==> config.mk <==
export PLATFORM = sky130hd
export DESIGN_NAME = mmc1_serial_loader_flat
export DESIGN_NICKNAME = d
export VERILOG_FILES = /design/src/rtl/mmc1_serial_loader_if.sv /design/src/rtl/mmc1_serial_loader.sv /design/src/flat_wrapper.sv
export SDC_FILE = /design/constraint.sdc
export NUM_CORES = 1
export LEC_CHECK = 0
export BUFFER_PORTS_ARGS = -buffer_cell sky130_fd_sc_hd__clkbuf_2
export CORE_MARGIN = 2
export CORE_UTILIZATION = 51
export CTS_CLUSTER_SIZE = 24
export DETAILED_ROUTE_END_ITERATION = 10
export PLACE_DENSITY = 0.87
export SYNTH_ARGS = -nofsm -noshare
export SYNTH_HDL_FRONTEND = slang
export SYNTH_SLANG_ARGS = --single-unit
export TNS_END_PERCENT = 100
==> constraint.sdc <==
create_clock -name clk -period 3.5 [get_ports clk]
set_input_delay 0.35 -clock clk [delete_from_list [all_inputs] [get_ports clk]]
set_output_delay 0.35 -clock clk [all_outputs]
set_load 0.03 [all_outputs]
==> src/rtl/mmc1_serial_loader_if.sv <==
// rtl/mmc1_serial_loader_if.sv - request, CPU and mapper bus bundle for the MMC1 serial loader
interface mmc1_serial_loader_if;
  logic        req_valid;
  logic        req_ready;
  logic [1:0]  req_reg;
  logic [4:0]  req_data;
  logic        req_rst_only;
  logic [15:0] cpu_ain;
  logic        cpu_write;
  logic [7:0]  cpu_din;
  logic [15:0] mmc_ain;
  logic        mmc_write;
  logic [7:0]  mmc_din;
  logic        busy;
  logic        cpu_stall;
  logic        cpu_conflict;
  logic        done_pulse;
  logic [3:0]  fifo_count;

  modport master (
    output req_valid, req_reg, req_data, req_rst_only, cpu_ain, cpu_write, cpu_din,
    input  req_ready, mmc_ain, mmc_write, mmc_din, busy, cpu_stall, cpu_conflict,
           done_pulse, fifo_count
  );

  modport slave (
    input  req_valid, req_reg, req_data, req_rst_only, cpu_ain, cpu_write, cpu_din,
    output req_ready, mmc_ain, mmc_write, mmc_din, busy, cpu_stall, cpu_conflict,
           done_pulse, fifo_count
  );
endinterface

==> src/rtl/mmc1_serial_loader.sv <==
// rtl/mmc1_serial_loader.sv - turns queued MMC1 register writes into the 5-write serial sequence
module mmc1_serial_loader #(
  parameter int FIFO_DEPTH = 4,
  parameter int GAP_CE     = 1
) (
  input logic clk,
  input logic reset_n,
  input logic ce,
  mmc1_serial_loader_if.slave bus
);

  localparam int PW  = (FIFO_DEPTH > 1) ? $clog2(FIFO_DEPTH) : 1;
  localparam int GCW = $clog2(GAP_CE + 1);

  typedef enum logic [1:0] {S_IDLE, S_RST, S_GAP, S_BIT} state_t;

  // Queue entry layout: {rst_only, reg[1:0], data[4:0]}
  logic [7:0]     mem_q [FIFO_DEPTH];
  logic [PW-1:0]  wr_ptr_q, rd_ptr_q;
  logic [3:0]     count_q;

  state_t         state_q;
  logic [2:0]     idx_q;
  logic [GCW-1:0] gap_q;
  logic           done_q;
  logic           conflict_q;

  logic           full_w, empty_w, push_w, pop_w, gap_last_w, stall_w;
  logic [7:0]     head_w;
  logic           head_rst_only_w;
  logic [1:0]     head_reg_w;
  logic [4:0]     head_data_w;

  assign full_w          = (count_q == 4'(FIFO_DEPTH));
  assign empty_w         = (count_q == 4'd0);
  assign bus.req_ready   = reset_n && !full_w;
  assign push_w          = bus.req_valid && bus.req_ready;
  assign head_w          = mem_q[rd_ptr_q];
  assign head_rst_only_w = head_w[7];
  assign head_reg_w      = head_w[6:5];
  assign head_data_w     = head_w[4:0];
  assign stall_w         = (state_q != S_IDLE);
  assign gap_last_w      = (gap_q == GCW'(GAP_CE - 1));

  // Completion is folded into the final GAP period's exit; that ce pops the head.
  assign pop_w = ce && (state_q == S_GAP) && gap_last_w && (head_rst_only_w || idx_q == 3'd5);

  // Queue storage; not reset because the count and pointers define validity.
  always_ff @(posedge clk) begin
    if (push_w) begin
      mem_q[wr_ptr_q] <= {bus.req_rst_only, bus.req_reg, bus.req_data};
    end
  end

  // Queue pointers and occupancy; pushes are accepted regardless of ce.
  always_ff @(posedge clk) begin
    if (!reset_n) begin
      wr_ptr_q <= '0;
      rd_ptr_q <= '0;
      count_q  <= 4'd0;
    end else begin
      if (push_w) wr_ptr_q <= wr_ptr_q + 1'b1;
      if (pop_w)  rd_ptr_q <= rd_ptr_q + 1'b1;
      case ({push_w, pop_w})
        2'b10:   count_q <= count_q + 4'd1;
        2'b01:   count_q <= count_q - 4'd1;
        default: count_q <= count_q;
      endcase
    end
  end

  // Sequencer: one state per ce period, plus the registered done/conflict pulses.
  always_ff @(posedge clk) begin
    if (!reset_n) begin
      state_q    <= S_IDLE;
      idx_q      <= 3'd0;
      gap_q      <= '0;
      done_q     <= 1'b0;
      conflict_q <= 1'b0;
    end else begin
      done_q     <= pop_w;
      conflict_q <= ce && stall_w && bus.cpu_write && bus.cpu_ain[15];
      if (ce) begin
        case (state_q)
          S_IDLE: begin
            // A CPU write on this ce keeps the bus; the claim is retried next ce.
            if (!empty_w && !bus.cpu_write) state_q <= S_RST;
          end
          S_RST: begin
            idx_q   <= 3'd0;
            gap_q   <= '0;
            state_q <= S_GAP;
          end
          S_GAP: begin
            if (gap_last_w) begin
              if (head_rst_only_w || idx_q == 3'd5) state_q <= S_IDLE;
              else                                  state_q <= S_BIT;
            end else begin
              gap_q <= gap_q + 1'b1;
            end
          end
          S_BIT: begin
            idx_q   <= idx_q + 3'd1;
            gap_q   <= '0;
            state_q <= S_GAP;
          end
          default: state_q <= S_IDLE;
        endcase
      end
    end
  end

  // Mapper bus mux: CPU passthrough in IDLE, sequencer-generated writes otherwise.
  always_comb begin
    bus.mmc_ain   = bus.cpu_ain;
    bus.mmc_write = bus.cpu_write;
    bus.mmc_din   = bus.cpu_din;
    case (state_q)
      S_RST: begin
        bus.mmc_ain   = 16'h8000;
        bus.mmc_din   = 8'h80;
        bus.mmc_write = 1'b1;
      end
      S_GAP: begin
        // Address holds whatever the preceding write presented.
        bus.mmc_ain   = (idx_q == 3'd0) ? 16'h8000 : {1'b1, head_reg_w, 13'h0};
        bus.mmc_din   = 8'h00;
        bus.mmc_write = 1'b0;
      end
      S_BIT: begin
        bus.mmc_ain   = {1'b1, head_reg_w, 13'h0};
        bus.mmc_din   = {7'b0, head_data_w[idx_q]};
        bus.mmc_write = 1'b1;
      end
      default: ;
    endcase
  end

  assign bus.busy         = !empty_w || stall_w;
  assign bus.cpu_stall    = stall_w;
  assign bus.cpu_conflict = conflict_q;
  assign bus.done_pulse   = done_q;
  assign bus.fifo_count   = count_q;

endmodule

==> src/flat_wrapper.sv <==
// flat-port wrapper written by rule: the top's interface ports become plain ports
module mmc1_serial_loader_flat 
#(
  parameter int FIFO_DEPTH = 4,
  parameter int GAP_CE     = 1
)
  (clk, reset_n, ce, bus_req_valid, bus_req_reg, bus_req_data, bus_req_rst_only, bus_cpu_ain, bus_cpu_write, bus_cpu_din, bus_req_ready, bus_mmc_ain, bus_mmc_write, bus_mmc_din, bus_busy, bus_cpu_stall, bus_cpu_conflict, bus_done_pulse, bus_fifo_count);
  mmc1_serial_loader_if bus_i ();
  input logic clk;
  input logic reset_n;
  input logic ce;
  input wire logic [$bits(bus_i.req_valid)-1:0] bus_req_valid;
  input wire logic [$bits(bus_i.req_reg)-1:0] bus_req_reg;
  input wire logic [$bits(bus_i.req_data)-1:0] bus_req_data;
  input wire logic [$bits(bus_i.req_rst_only)-1:0] bus_req_rst_only;
  input wire logic [$bits(bus_i.cpu_ain)-1:0] bus_cpu_ain;
  input wire logic [$bits(bus_i.cpu_write)-1:0] bus_cpu_write;
  input wire logic [$bits(bus_i.cpu_din)-1:0] bus_cpu_din;
  output wire logic [$bits(bus_i.req_ready)-1:0] bus_req_ready;
  output wire logic [$bits(bus_i.mmc_ain)-1:0] bus_mmc_ain;
  output wire logic [$bits(bus_i.mmc_write)-1:0] bus_mmc_write;
  output wire logic [$bits(bus_i.mmc_din)-1:0] bus_mmc_din;
  output wire logic [$bits(bus_i.busy)-1:0] bus_busy;
  output wire logic [$bits(bus_i.cpu_stall)-1:0] bus_cpu_stall;
  output wire logic [$bits(bus_i.cpu_conflict)-1:0] bus_cpu_conflict;
  output wire logic [$bits(bus_i.done_pulse)-1:0] bus_done_pulse;
  output wire logic [$bits(bus_i.fifo_count)-1:0] bus_fifo_count;
  assign bus_i.req_valid = bus_req_valid;
  assign bus_i.req_reg = bus_req_reg;
  assign bus_i.req_data = bus_req_data;
  assign bus_i.req_rst_only = bus_req_rst_only;
  assign bus_i.cpu_ain = bus_cpu_ain;
  assign bus_i.cpu_write = bus_cpu_write;
  assign bus_i.cpu_din = bus_cpu_din;
  assign bus_req_ready = bus_i.req_ready;
  assign bus_mmc_ain = bus_i.mmc_ain;
  assign bus_mmc_write = bus_i.mmc_write;
  assign bus_mmc_din = bus_i.mmc_din;
  assign bus_busy = bus_i.busy;
  assign bus_cpu_stall = bus_i.cpu_stall;
  assign bus_cpu_conflict = bus_i.cpu_conflict;
  assign bus_done_pulse = bus_i.done_pulse;
  assign bus_fifo_count = bus_i.fifo_count;
  mmc1_serial_loader #(.FIFO_DEPTH(FIFO_DEPTH), .GAP_CE(GAP_CE)) u_core (.clk(clk), .reset_n(reset_n), .ce(ce), .bus(bus_i));
endmodule
## Word-level counts from Yosys, hierarchy flattened

Memories as Yosys holds them, arrays and structs flattened. A register that Yosys moved wholly into a read port is not among the register bits.
Cells that the tools add are included.

- Output and inout port bits: 34
- Bits in writable memories: 32
- Bits in registers: 16
- Memories kept: 1
- Logic and storage cells: 69

Memories:

| memory | depth | bits a word | read ports | clocked after memory_dff | write ports | line | RTL |
|---|---|---|---|---|---|---|---|
| u_core.mem_q | 4 | 8 | 1 | 1 | 1 | mmc1_serial_loader.sv:18 | `logic [7:0] mem_q [FIFO_DEPTH];` |

- Muxes and demuxes: 18
- Add/sub/neg operators: 6
- Reduce and logical (&&, ||, !) cells: 25
- Order comparisons: 1
- Bitwise operators: 1
- Eq/ne operators: 9

Operators with widths:

| cell | number |
|---|---|
| 16-bit case mux with 3 select lines | 1 |
| 8-bit case mux with 3 select lines | 1 |
| 15-bit two-way mux | 1 |
| 2-bit two-way mux | 5 |
| 1-bit logical AND | 9 |
| 4-bit case mux with 2 select lines | 1 |
| 2-bit nonzero test | 4 |
| 2-bit == test (second input constant) | 3 |
| 2-bit case mux with 3 select lines | 1 |
| 3-bit case mux with 2 select lines | 1 |
| 2-bit by 1-bit adder with 2-bit output (second input constant) | 2 |
| 4-bit by 1-bit adder with 4-bit output (second input constant) | 1 |
| 2-bit by 1-bit == test with 1-bit output (second input constant) | 2 |
| 4-bit by 3-bit == test with 1-bit output (second input constant) | 1 |
| 4-bit logical NOT | 1 |
| 3-bit by 4-bit < comparator with 1-bit output (second input constant) | 1 |
| 1-bit two-way mux | 4 |
| 1-bit case mux with 2 select lines | 2 |
| 2-bit AND reduction | 2 |
| 4-bit by 1-bit subtractor with 4-bit output (second input constant) | 1 |
| 3-bit by 1-bit adder with 3-bit output (second input constant) | 1 |
| 1-bit binary-select mux with 3-bit select | 1 |
| 3-bit == test (second input constant) | 1 |
| 1-bit logical NOT | 3 |
| other kinds (9) | 10 |

## Longest topological paths before layout

- Depth in word-level cells: 6
- Depth in mapped cells: 11
- Gate-level depth less buffers: 11

## Worst setup path before layout

Ideal clock, no wire load.

- Kind: register -> register
- From: register u_core.count_q[1] (netlist: u_core.bus.fifo_count[1])
- To: register u_core.count_q[2] (netlist: u_core.bus.fifo_count[2])
- Path slack: 0.755 ns
- Path buffers: 1
- Data required time: 3.424 ns
- Arrival time: 2.669 ns
- Stages on the path, launching flop included: 12
- Clock period less this slack: 2.745 ns
- Setup time: 0.076 ns
- Cell sequence: dfxtp_1 clkbuf_1 o41a_1 and2_1 inv_1 ha_1 xor2_1 ha_1 a21oi_1 xor2_1 or3_1 a21boi_0

- Longest elaborated chain between the ends: 6
- Elaborated cells between the ends (all ways): 10

Ends and longest elaborated chain:

| item | line | RTL |
|---|---|---|
| from (decl) | mmc1_serial_loader.sv:20 | `logic [3:0] count_q;` |
| from (signal assigned) | mmc1_serial_loader.sv:65 | `2'b10: count_q <= count_q + 4'd1;` |
| from (signal assigned) | mmc1_serial_loader.sv:66 | `2'b01: count_q <= count_q - 4'd1;` |
| from (signal assigned) | mmc1_serial_loader.sv:67 | `default: count_q <= count_q;` |
| 4-bit by 3-bit == test with 1-bit output (*) | mmc1_serial_loader.sv:34 | `assign full_w = (count_q == 4'(FIFO_DEPTH));` |
| 1-bit logical NOT (*) | mmc1_serial_loader.sv:36 | `assign bus.req_ready = reset_n && !full_w;` |
| 1-bit logical AND (*) | mmc1_serial_loader.sv:36 |  |
| named net bus_req_ready | flat_wrapper.sv:19 | `output wire logic [$bits(bus_i.req_ready)-1:0] bus_req_ready;` |
| 1-bit logical AND (*) | mmc1_serial_loader.sv:37 | `assign push_w = bus.req_valid && bus.req_ready;` |
| 2-bit by 1-bit == test with 1-bit output or 2-bit == test (tied branches) | mmc1_serial_loader.sv:64 | `case ({push_w, pop_w})` |
| 4-bit case mux with 2 select lines or 2-bit nonzero test (tied branches) | -- |  |

Mark *: on every way through the listed nets, which the timed path passes. The rest lies on a longest branch.
A chain may end at the register's enable or synchronous reset.

==> flow_metrics.tcl <==
set metrics [dict create \
    cp_data_required_time_ps 3730 \
    max-slew-margin-rel_pct 61.5 \
    grt.overflow.total 0 \
    dp_hpwl_um 3420 \
    p_per_area_mw_per_mm2 424 \
    use_met2_pct 33.7 \
    ys_top_cells_by_area "edfxtp_1 (41%), dfxtp_1 (14%), and2_1 (7.2%)" \
    drt_iter0_markers 123 \
    synth_top_cell_by_area "edfxtp_1" \
    cts_buffers 5 \
    layout-drive-gt1-share_pct 32.8 \
    fillerInstances 338 \
    synth_top_area_share_pct 40.9 \
    rsz0062_at_grt "no" \
    die-area_mm2 0.00516 \
    die_w_um 71.9 \
    setup_ws_ps 471 \
    hold_end "u_core.mem_q[1][3]" \
    synth_xor_area_share_pct 2.61 \
    cts.path.max_buffers 2 \
    antenna_cells 0 \
    place_ws_ps 505 \
    syn_to_final_growth_pct 21.0 \
    status "finished clean" \
    cp.arrival_ps 3260 \
    cp-start-kind "flip-flop" \
    endpoint_kind "flip-flop" \
    synth_commonest_cells "edfxtp_1 (32), and2_1 (27), dfxtp_1 (17), ha_1 (10), inv_1 (9)" \
    vias 1747 \
    cp_max_fo 11 \
    synth-async-reset-ratio_pct 0 \
    drc 0 \
    syn_area_per_cell_um2 12.5 \
    cts-resized-gates 0 \
    synth_edf_count 32 \
    synth_top_family_by_area "simple AND/OR/NAND/NOR gates" \
    clock_skew_ps 10.7 \
    min_path_type "in -> reg" \
    fin_setup_tns_ps 0 \
    hold_depth 1 \
    synthFlopType "edfxtp_1" \
    die_h_um 71.9 \
    cts.htree.levels 2 \
    synth.yosys.seq_area_share_pct 55.4 \
    grt_pass1_wl_um 7690 \
    maxCapViolations 0 \
    crit_buf_inv 0 \
    final_nets 305 \
    port-buffer-count 70 \
    busiest_layer "met2" \
    detail_route.wl_per_cell_um 15.5 \
    post_cts_buffers 0 \
    critical_path_depth 9 \
    rr_worst_depth 9 \
    grt_use_total_pct 19.6 \
    rows 24 \
    power.leakage_nw 1.18 \
    slowest_stage "dfxtp_1" \
    use_met3_pct 5.77 \
    synthesis.nets 235 \
    clk_latency_ps 300 \
    clk_pin_slew_worst_paths_ps 90 \
    yosysWarnings 0 \
    start_util_pct 53.6 \
    drt_wl_total_um 4830 \
    cts_hold_buffers 0 \
    hold_viol_final 0 \
    worst_r2r_endpoint "u_core.bus.fifo_count[2]" \
    holdCritStartpoint "bus_req_data[3]" \
    ys_ff_latch 49 \
    fmax_mhz 330 \
    grt_pass1_vias 1655 \
    crit_type "reg -> reg" \
    antenna_left 0 \
    synth_compound_area_share_pct 7.67 \
    core-area_mm2 0.00438 \
    netlist_area_mm2 0.00235 \
    finalSetupViolations 0 \
    yosys.area_share.adder_pct 5.33 \
    synthSimpleGateAreaFrac_pct 17.2 \
    reg2reg_slack_ps 470 \
    grt_max_degree 19 \
    synth_cell_types 43 \
    clock-sinks 49 \
    crit_family "flip-flops" \
    place_congestion 0.699 \
    grt_util_met1_pct 23.8 \
    synthMuxAreaShare_pct 8.74 \
    max_stage_delay_ps 700 \
    clock-root-buffer "clkbuf_8" \
    drv_slew 0 \
    fin_crit_sh_pct 86.5 \
    peakVddDrop_mv 0.303 \
    syn_inst 188 \
    cp_cell_sequence "mux4_2 > o2111a_2 > ha_1 > xor2_1 > ha_1 > a21oi_1 > xor2_1 > or3_1 > a21boi_0" \
    cts_tree "built" \
    yosysMostFrequentCell "edfxtp_1" \
    tightest_slew_ps 577 \
    drt-vias-per-instance 5.62 \
    antenna_found_initial 0 \
    drtPass1Iterations 5 \
    period_minus_slack_ps 3030 \
    ios 71 \
]
[metal layers]
metal	share of wire (%)	routed length (µm)
met5	0	0
met4	0.99	48
met3	7.9	382
met2	50	2410
met1	41	1990
[sequential cells by signal (all words and copies together) (netlist names), named ones only]
signal,cells
u_core.mem_q,32
u_core.rd_ptr_q,2
u_core.wr_ptr_q,2
u_core.bus.cpu_conflict,1
u_core.state_q,2
u_core.idx_q,3
u_core.bus.fifo_count,4
u_core.bus.done_pulse,1
[worst max-delay path by stage]
stage | from | endpoint | slack (ps)
3_3_place_gp | flip-flop | u_core.bus.fifo_count[2] | 660
5_1_grt | flip-flop | u_core.bus.fifo_count[2] | 280
6_report | flip-flop | u_core.bus.fifo_count[2] | 470
4_1_cts | flip-flop | u_core.bus.fifo_count[2] | 470
3_5_place_dp | flip-flop | u_core.bus.fifo_count[2] | 510
2_1_floorplan | u_core.bus.fifo_count[1] | u_core.bus.fifo_count[2] | 760
[layout by cell type (no fill, tap or decap), types with 4 or more instances in the layout]
cell type,netlist,final
and3_1,4,4
inv_1,9,9
and2_1,27,27
nor2_1,6,6
dfxtp_1,17,17
ha_1,10,10
nand2_1,8,8
a21boi_0,4,4
clkbuf_2,0,70
mux4_1,5,5
clkbuf_8,0,5
nand3_1,4,4
mux2i_1,4,4
xnor2_1,4,4
a21oi_1,4,4
edfxtp_1,32,32
[worst register-to-register path, cell delays in order, from the launching register on]
cell	delay [ps]
dfxtp_1	700
mux4_2	620
o2111a_2	340
ha_1	270
xor2_1	160
ha_1	180
a21oi_1	140
xor2_1	90
or3_1	300
a21boi_0	160
[cells by family (layout without fill, tap and decap cells)]
kind of cell	count (synthesis)	in the layout
AO/OA/AOI/OAI	24	24
flip-flops	49	49
multiplexers	11	11
XOR/XNOR	7	7
buffers and inverters	17	88
adder cells (fa/ha/maj)	10	10
AND/OR/NAND/NOR	70	70
[power by group]
part           switching, W  internal [W]
Combinational      0.000107     0.0000619
Sequential        0.0000103      0.000630
Clock              0.000187      0.000210
Total              0.000304      0.000902
[metrics by stage]
step                      hold slack [ps]  utilization, %  total power, W  cells  area [µm²]
after floorplan                       449               -        0.000759    188        2350
after global placement                485            62.3        0.000817    303        2730
after detailed placement              513            62.3        0.000822    303        2730
after CTS                             264            64.8         0.00121    311        2840
after global routing                  261            64.8         0.00125    311        2840
final                                 268            64.8         0.00121    311        2840
[final cells by class]
cell class | count | area, µm² | area share (%)
multi-input cells | 122 | 975 | 34.3
inverters | 9 | 33.8 | 1.19
clock buffers | 5 | 68.8 | 2.42
well taps | 52 | 65.1 | 2.29
repair buffers | 71 | 358 | 12.6
flip-flops and latches | 49 | 1300 | 45.8
clock inverters | 3 | 41.3 | 1.45
Power figures use the tool's default switching activity.
